### src/rtl/pc_sequencer.sv
// pc_sequencer: parametrised next-PC sequencer with trap entry/return and double-fault halt.
// Define PC_ALIGN_CHECK_EN to trap on misaligned redirect targets instead of truncating them.
module pc_sequencer #(
    parameter int unsigned     XLEN         = 32,
    parameter logic [XLEN-1:0] RESET_VECTOR = '0,
    parameter logic [XLEN-1:0] TRAP_VECTOR  = XLEN'(256),
    parameter int unsigned     INC_BYTES    = 4
) (
    input  logic            clk,
    input  logic            rst,
    input  logic            pc_write,
    input  logic            isBranch,
    input  logic            isJump,
    input  logic            isJALR,
    input  logic            take_branch,
    input  logic [XLEN-1:0] immed,
    input  logic [XLEN-1:0] rs1_data,
    input  logic            trap_req,
    input  logic [3:0]      trap_cause,
    input  logic            mret,
    output logic [XLEN-1:0] pc,
    output logic [XLEN-1:0] next_pc,
    output logic [XLEN-1:0] epc,
    output logic [3:0]      cause,
    output logic            in_handler,
    output logic            halted,
    output logic            redirect,
    output logic            misalign
);

    typedef enum logic [1:0] {
        RUN     = 2'd0,
        HANDLER = 2'd1,
        HALT    = 2'd2
    } state_t;

    localparam logic [XLEN-1:0] INC  = XLEN'(INC_BYTES);
    localparam logic [XLEN-1:0] BIT0 = XLEN'(1);

    state_t          state_q;
    state_t          state_d;
    logic [XLEN-1:0] pc_q;
    logic [XLEN-1:0] epc_q;
    logic [XLEN-1:0] epc_d;
    logic [3:0]      cause_q;
    logic [3:0]      cause_d;
    logic            redirect_q;
    logic            redir_d;

    logic [XLEN-1:0] seq_pc;
    logic [XLEN-1:0] br_tgt;
    logic [XLEN-1:0] jalr_tgt;
    logic [XLEN-1:0] flow_tgt;
    logic [XLEN-1:0] flow_load;
    logic            br_sel;
    logic            flow_sel;
    logic            tgt_mis;

    logic            in_run;
    logic            in_hdl;
    logic            ev_fault;
    logic            ev_mret;
    logic            ev_flow;
    logic            take_trap;
    logic            dbl_fault;
    logic            ret_run;
    logic            do_flow;
    logic            do_seq;

    assign seq_pc   = pc_q + INC;
    assign br_tgt   = pc_q + immed;
    assign jalr_tgt = (rs1_data + immed) & ~BIT0;
    assign br_sel   = isJump | (isBranch & take_branch);
    assign flow_sel = br_sel | isJALR;
    assign flow_tgt = br_sel ? br_tgt : jalr_tgt;

`ifdef PC_ALIGN_CHECK_EN
    assign tgt_mis   = flow_sel & (flow_tgt[1:0] != 2'b00);
    assign flow_load = flow_tgt;
`else
    localparam logic [XLEN-1:0] LOW2 = XLEN'(3);
    assign tgt_mis   = 1'b0;
    assign flow_load = flow_tgt & ~LOW2;
`endif

    assign in_run = (state_q == RUN);
    assign in_hdl = (state_q == HANDLER);

    // Priority: trap_req > misalign > mret > branch/jal > jalr > seq
    assign ev_fault  = trap_req | tgt_mis;
    assign ev_mret   = ~ev_fault & mret;
    assign ev_flow   = ~ev_fault & ~mret & flow_sel;
    assign take_trap = in_run & (ev_fault | ev_mret);
    assign dbl_fault = in_hdl & ev_fault;
    assign ret_run   = in_hdl & ev_mret;
    assign do_flow   = (in_run | in_hdl) & ev_flow;
    assign do_seq    = (in_run | in_hdl) & ~ev_fault & ~mret & ~flow_sel;

    // State register
    always_ff @(posedge clk or posedge rst) begin
        if (rst) begin
            state_q    <= RUN;
            pc_q       <= RESET_VECTOR;
            epc_q      <= '0;
            cause_q    <= 4'h0;
            redirect_q <= 1'b0;
        end else begin
            redirect_q <= pc_write & redir_d;
            if (pc_write) begin
                state_q <= state_d;
                pc_q    <= next_pc;
                epc_q   <= epc_d;
                cause_q <= cause_d;
            end
        end
    end

    // Next-state logic
    always_comb begin
        state_d = state_q;
        unique case (1'b1)
            take_trap: state_d = HANDLER;
            dbl_fault: state_d = HALT;
            ret_run:   state_d = RUN;
            default:   state_d = state_q;
        endcase
    end

    // Output / datapath logic
    always_comb begin
        next_pc = pc_q;
        epc_d   = epc_q;
        cause_d = cause_q;
        redir_d = 1'b0;
        unique case (1'b1)
            take_trap: begin
                next_pc = TRAP_VECTOR;
                epc_d   = pc_q;
                redir_d = 1'b1;
                if (trap_req)
                    cause_d = trap_cause;
                else if (tgt_mis)
                    cause_d = 4'h0;
                else
                    cause_d = 4'h2;
            end
            dbl_fault: next_pc = pc_q;
            ret_run: begin
                next_pc = epc_q;
                redir_d = 1'b1;
            end
            do_flow: begin
                next_pc = flow_load;
                redir_d = 1'b1;
            end
            do_seq:  next_pc = seq_pc;
            default: next_pc = pc_q;
        endcase
    end

    assign pc         = pc_q;
    assign epc        = epc_q;
    assign cause      = cause_q;
    assign redirect   = redirect_q;
    assign in_handler = in_hdl;
    assign halted     = (state_q == HALT);
    assign misalign   = tgt_mis & ~halted;

endmodule
### config.mk
export PLATFORM = sky130hd
export DESIGN_NAME = pc_sequencer
export DESIGN_NICKNAME = d
export VERILOG_FILES = /design/src/rtl/pc_sequencer.sv
export SDC_FILE = /design/constraint.sdc
export NUM_CORES = 1
export LEC_CHECK = 0
export CORE_MARGIN = 3
export CORE_UTILIZATION = 50
export CTS_CLUSTER_SIZE = 16
export DETAILED_ROUTE_END_ITERATION = 6
export PLACE_DENSITY_LB_ADDON = 0.08
export SLEW_MARGIN = 30
export SYNTH_ARGS = -nofsm -noshare
export SYNTH_HDL_FRONTEND = slang
export SYNTH_SLANG_ARGS = --single-unit
### constraint.sdc
create_clock -name clk -period 5.5 [get_ports clk]
set_input_delay 1.375 -clock clk [delete_from_list [all_inputs] [get_ports clk]]
set_output_delay 1.375 -clock clk [all_outputs]
set_load 0.01 [all_outputs]
# Word level (Yosys, flattened, before mapping)
# Cells that the tools add are included.
dict set report totals {
  out_inout_bits 104
  word_cells 39
  regBits 71
  in_bits 77
}
dict set report op_classes {
  addsub 3
  n_reduce_logical 5
  n_bitwise 19
  n_eq_ne 2
  mux 5
}
# operator count
set op_table {}
lappend op_table {{32-bit one-hot mux with 4 select lines} 1}
lappend op_table {{32-bit adder} 2}
lappend op_table {{32-bit by 3-bit adder with 32-bit output (second input constant)} 1}
lappend op_table {{32-bit two-way mux} 1}
lappend op_table {{1-bit AND} 12}
lappend op_table {{2-bit one-hot mux with 3 select lines} 1}
lappend op_table {{4-bit two-way mux} 1}
lappend op_table {{1-bit OR} 4}
lappend op_table {{2-bit AND reduction} 2}
lappend op_table {{1-bit NOT} 3}
lappend op_table {{3-bit nonzero test} 1}
lappend op_table {{3-bit OR reduction} 1}
lappend op_table {{2-bit by 1-bit == test with 1-bit output (second input constant)} 1}
lappend op_table {{2-bit == test (second input constant)} 1}
lappend op_table {{2-bit zero test} 1}
lappend op_table {{1-bit two-way mux} 1}

# Longest topological paths before layout
dict set report logic_depth {
  ltp_word 8
  ltp_mapped 10
  ltp_nobuf 9
}

# Worst setup path after synthesis
# Ideal clock, no wire load.
dict set report synth_timing {
  path_type {input -> output}
  start {input immed[16]}
  end {output next_pc[26]}
  path_buffers 1
  setup_slack_ns 0.417
  arrival_time_ns 3.708
  path_stages 10
  path_cell_list {ha_1 buf_6 a21oi_4 a21oi_2 or4_4 or3_4 o21ai_4 xnor2_1 a222oi_1 nand3_1}
}
dict set report synth_between {
  elab_chain_len 3
  word_cells_on_any_way 4
  classes_between {2 x add/sub; 2 x mux}
}
# item line_no
set synth_lines {}
lappend synth_lines {{start: declaration} 16} ;# input logic [XLEN-1:0] immed,
lappend synth_lines {{32-bit adder (on tied branches)} {72, 71}}
lappend synth_lines {{32-bit two-way mux (*)} 75} ;# assign flow_tgt = br_sel ? br_tgt : jalr_tgt;
lappend synth_lines {{32-bit one-hot mux with 4 select lines (*)} 135} ;# unique case (1'b1)
lappend synth_lines {{end: declaration} 22} ;# output logic [XLEN-1:0] next_pc,
# Mark *: on every way between the ends. The rest lies on a longest branch, timed or not.

# Final worst setup path
dict set report layout_timing {
  start {input immed[4]}
  end {output next_pc[31]}
}
# The elaborated chain is that of the path after synthesis.

==> flow_summary.toml <==
[outcome]
status = "finished clean"

[finish]
nNetsFinal = 1505
synthToLayoutAreaGrowth_pct = 61.0
final_cells = 1550
final_cell_mix = "buf_4 (222), nand2_1 (181), clkdlybuf4s50_1 (132)"
layout_commonest_cell = "buf_4"
diodes = 0
layout-drive-gt1-share_pct = 27.5

[cts]
clock-sinks = 71
cts_tree = "done"
numCtsBuffers = 9
clk_latency_ns = 0.35
clkTransAtPathRegs_ns = 0.06
h-tree-depth = 3
root_buffer = "clkbuf_16"
clock_path_buffers = 2

[yosys]
yosys_warnings = 0
synth_top_area_cell = "dfrtp_1"
synth_area_per_cell_um2 = 7.41
synthDominantCellAreaShare_pct = 24.0
synth_edf_count = 0
synth_area_mm2 = 0.00741
syn_inst = 1001
seq_area_frac_synth_pct = 24.0
synth.distinct_cells = 67
async_flop_share_pct = 100
synth_nets = 1139
synth_flop_cell = "dfrtp_1"
yosys-top-cells-area = "dfrtp_1 (24%), ha_1 (10%), nand2_1 (9.2%)"
synth-seq-cells = 71

[setup_path]
path_class = "primary input to output pin"
crit_start = "immed[4]"
end_kind = "output pin"
r2r-start = "pc[15]"
crit_fanout = 6
start_kind = "primary input"
critPathRequiredTime_ns = 4.12
critPathArrivalTime_ns = 4.12
rrSetupSlack_ns = 1.47

[sta]
layout_setup_ws_ns = 0.00286
fmax_ghz = 0.182
hold_viol = 0
fin_setup_tns_ns = 0
tightest_slew_ns = 0.857
period_minus_slack_ns = 5.50
rsz0062_at_grt = "true"
slew_viol_final = 0
finalCritPeriodShare_pct = 99.9
fin_hold_ws_ns = 0.512
finalSetupViolCount = 0
skew_ns = 0.00776
relSlewSlack_pct = 42.8

[pwr]
total_power_mw = 4.29
ir_drop_mv = 0.270
powerDensity_mw_per_mm2 = 360
p_leak_nw = 5.36

[floorplanning]
io_pins = 181
die_w_um = 128
dieArea_mm2 = 0.0163
core_mm2 = 0.0142
die_y_um = 128
initial_core_util_pct = 52.2
num_rows = 43

[global_routing]
track_usage_pct = 37.0
antenna_found_initial = 0
grt_pass1_vias = 9166
grt_overflow_total = 0
grt_pass1_wl_um = 47800
grt_max_degree = 40

[drt]
postRouteAntennaNets = 0
drc = 0
num_vias = 9765
viasPerCell = 6.30
drt-wirelength-per-cell_um = 21.5
drt_iter0_markers = 1156
dr.pass1.iters = 5
wirelength_um = 33300

[placement]
dpl.cell_count = 1505
post-place-ws_ns = -0.639
io_buffers = 179
gp_congestion = 0.991
hpwl_um = 23300

[min_path]
hp-start = "epc[26]"
min_path_type = "flop to flop"

[flow_run]
drv_cap = 0
power breakdown:
group	switching [mW]	total [mW]	internal (mW)
Combinational	1.25	2.62	1.36
Sequential	0.333	1.04	0.703
Clock	0.247	0.641	0.394
Total	1.83	4.29	2.46
per-stage QoR:
stage | utilization, % | area (µm²)
after global routing | 84.0 | 11900
after global placement | 75.7 | 10700
after detailed placement | 75.7 | 10700
after floorplan | - | 7410
final | 84.0 | 11900
after CTS | 81.3 | 11500
cell usage after synthesis (27+ instances only):
| library cell | count |
|---|---|
| a21oi_1 | 83 |
| clkbuf_1 | 47 |
| dfrtp_1 | 71 |
| ha_1 | 61 |
| inv_1 | 27 |
| nand2_1 | 181 |
| nand3_1 | 36 |
| nand4_1 | 29 |
| nor2_1 | 75 |
| nor3_1 | 29 |
| o21ai_0 | 66 |
| xnor2_1 | 36 |
layout make-up:
cell class                      instances  area, µm²
Multi-Input combinational cell        850       6050
Timing Repair Buffer                  408       3470
Fill cell                             897       2270
Sequential cell                        71       1780
Clock buffer                            9        225
Tap cell                              180        225
Inverter                               27        101
Clock inverter                          5       85.1
flip-flops by register name (all words and copies together) (netlist names):
name and flops:
epc 32, pc 32, cause 4, state_q 2
redirect 1
worst max-delay path: stages:
cell and delay [ns]:
clkbuf_2 0.15, ha_4 0.30, inv_1 0.05, or3_1 0.36
o22a_2 0.27, a211oi_4 0.32, buf_12 0.16, o21ai_4 0.06
buf_6 0.13, buf_6 0.11, buf_4 0.13, o211a_1 0.22
a211oi_2 0.24, a21oi_1 0.10, buf_2 0.16
metal layers:
layer / GRT usage [%] / wire length [µm] / vias to the layer above
li1: - / - / 4391
met1: 47.7 / 12700 / 4535
met2: 59.3 / 15100 / 693
met5: 0 / 0 / -
met4: 14.4 / 1490 / 0
met3: 9.46 / 3910 / 146
path summary, 6_finish.rpt:
check | to | cells past startpoint
max in group asynchronous | pc[13] | 3
worst min register to register | epc[26] | 2
min in group asynchronous | epc[30] | 2
worst max register to register | pc[26] | 20
worst min-delay path | epc[26] | 2
worst max-delay path | next_pc[31] | 15
what timing repair did:
action / in CTS / in global routing
gates resized for setup: 120 / 101
hold buffers: 0 / 0
setup endpoints to repair: 26 / 25
pin swaps: 40 / 40
setup buffers: 20 / 12
gates cloned: 0 / 0
logic make-up after synthesis:
family / share of synthesized area [%]
fa+ha+maj: 10.3
flops: 24.0
mux: 3.09
xor+xnor: 6.85
simple gates: 24.6
other cells: 0.0506
compound gates: 26.9
buf+inv: 4.24
No activity file was read; power rests on OpenSTA's default activity.
==> patch, RTL diff (config.mk and constraints unchanged) <==
`XLEN`: 32 -> 40.
--- a/src/rtl/pc_sequencer.sv
+++ b/src/rtl/pc_sequencer.sv
@@ -1,7 +1,7 @@
 // pc_sequencer: parametrised next-PC sequencer with trap entry/return and double-fault halt.
 // Define PC_ALIGN_CHECK_EN to trap on misaligned redirect targets instead of truncating them.
 module pc_sequencer #(
-    parameter int unsigned     XLEN         = 32,
+    parameter int unsigned     XLEN         = 40,
     parameter logic [XLEN-1:0] RESET_VECTOR = '0,
     parameter logic [XLEN-1:0] TRAP_VECTOR  = XLEN'(256),
     parameter int unsigned     INC_BYTES    = 4
Ports: changed (5 resized); port bits go from 181 to 221. No check against the original RTL was run, so the function may have changed too.
==> patch against the original RTL <==
The run now fails in global routing (5_1_grt); area after synthesis grew 25%.
==> patch: results (changes against the original RTL) <==
Clock Path Buffers 2 (unchanged); largest net degree at the start of global routing 59; post-synth cell types 79 (+18%); list of most frequent post-synthesis cells nand2_1 (234), a21oi_1 (112), nor2_1 (101); synth warn 0 (unchanged); error msg [ERROR GRT-0232] Routing congestion too high. Check the congestion heatmap in the GUI.; WEP type output port; Placed Cells incl. Taps 1921 (+28%); GRT Total Usage 0.6522; grt total ovfl 22; sequential fraction of the synthesis area 0.2348 (-0.004813); syn nets 1416 (+24%); Post-DP Area 13710 um^2 (+28%); Exit stage global routing (5_1_grt); # resized after CTS 442 (+270%); root cell of the clock tree clkbuf_16; FF+latch count, synth 87 (+23%); Initial Util 0.5126 (-0.009378); Setup Fix Bufs, Post-CTS 92 (+360%); gpl congestion 1.081 (+9.0%); outcome did not finish; pre-CTS setup slack -1006 ps (-367.5 ps); synthesized area per cell 7.440 um^2 (+0.46%); top cells by area, synth dfrtp_1 (23%), ha_1 (10%), nand2_1 (9.5%), a21oi_1 (6.0%), o21ai_0 (5.2%); # H-tree levels 3 (unchanged); CTS Buf Count 9 (unchanged); DPL Wire Length 31.90 mm (+37%); post-GRT worst EP next_pc[35]; asr flop ratio synth 1.000 (unchanged); I/O Buffers 219 (+22%)
## patch: changes by cell type after synthesis, sizes merged, moves of 11 or more
| cell | before | now |
|---|---|---|
| a21o | 20 | 46 |
| a21oi | 85 | 113 |
| and3 | 7 | 18 |
| clkbuf | 47 | 61 |
| dfrtp | 71 | 87 |
| ha | 61 | 77 |
| nand2 | 181 | 234 |
| nand3 | 36 | 24 |
| nor2 | 75 | 101 |
| nor3 | 29 | 11 |
| o21ai | 67 | 97 |
| xor2 | 22 | 37 |
## patch: routing by layer
layer / GRT overflow / GRT usage
met5: 0 / 0.1124
met4: 22 / 0.6182
met3: 0 / 0.4261
met2: 0 / 0.8636
met1: 0 / 0.6763
## patch: cell families after synthesis
family | Yosys count | synth area share
simple gates | 483 | 0.2381
compound gates | 403 | 0.2837
fa+ha+maj | 77 | 0.1039
other cells | 1 | 0.0004045
xor+xnor | 83 | 0.07842
flops | 87 | 0.2348
buf+inv | 93 | 0.03941
mux | 19 | 0.02119
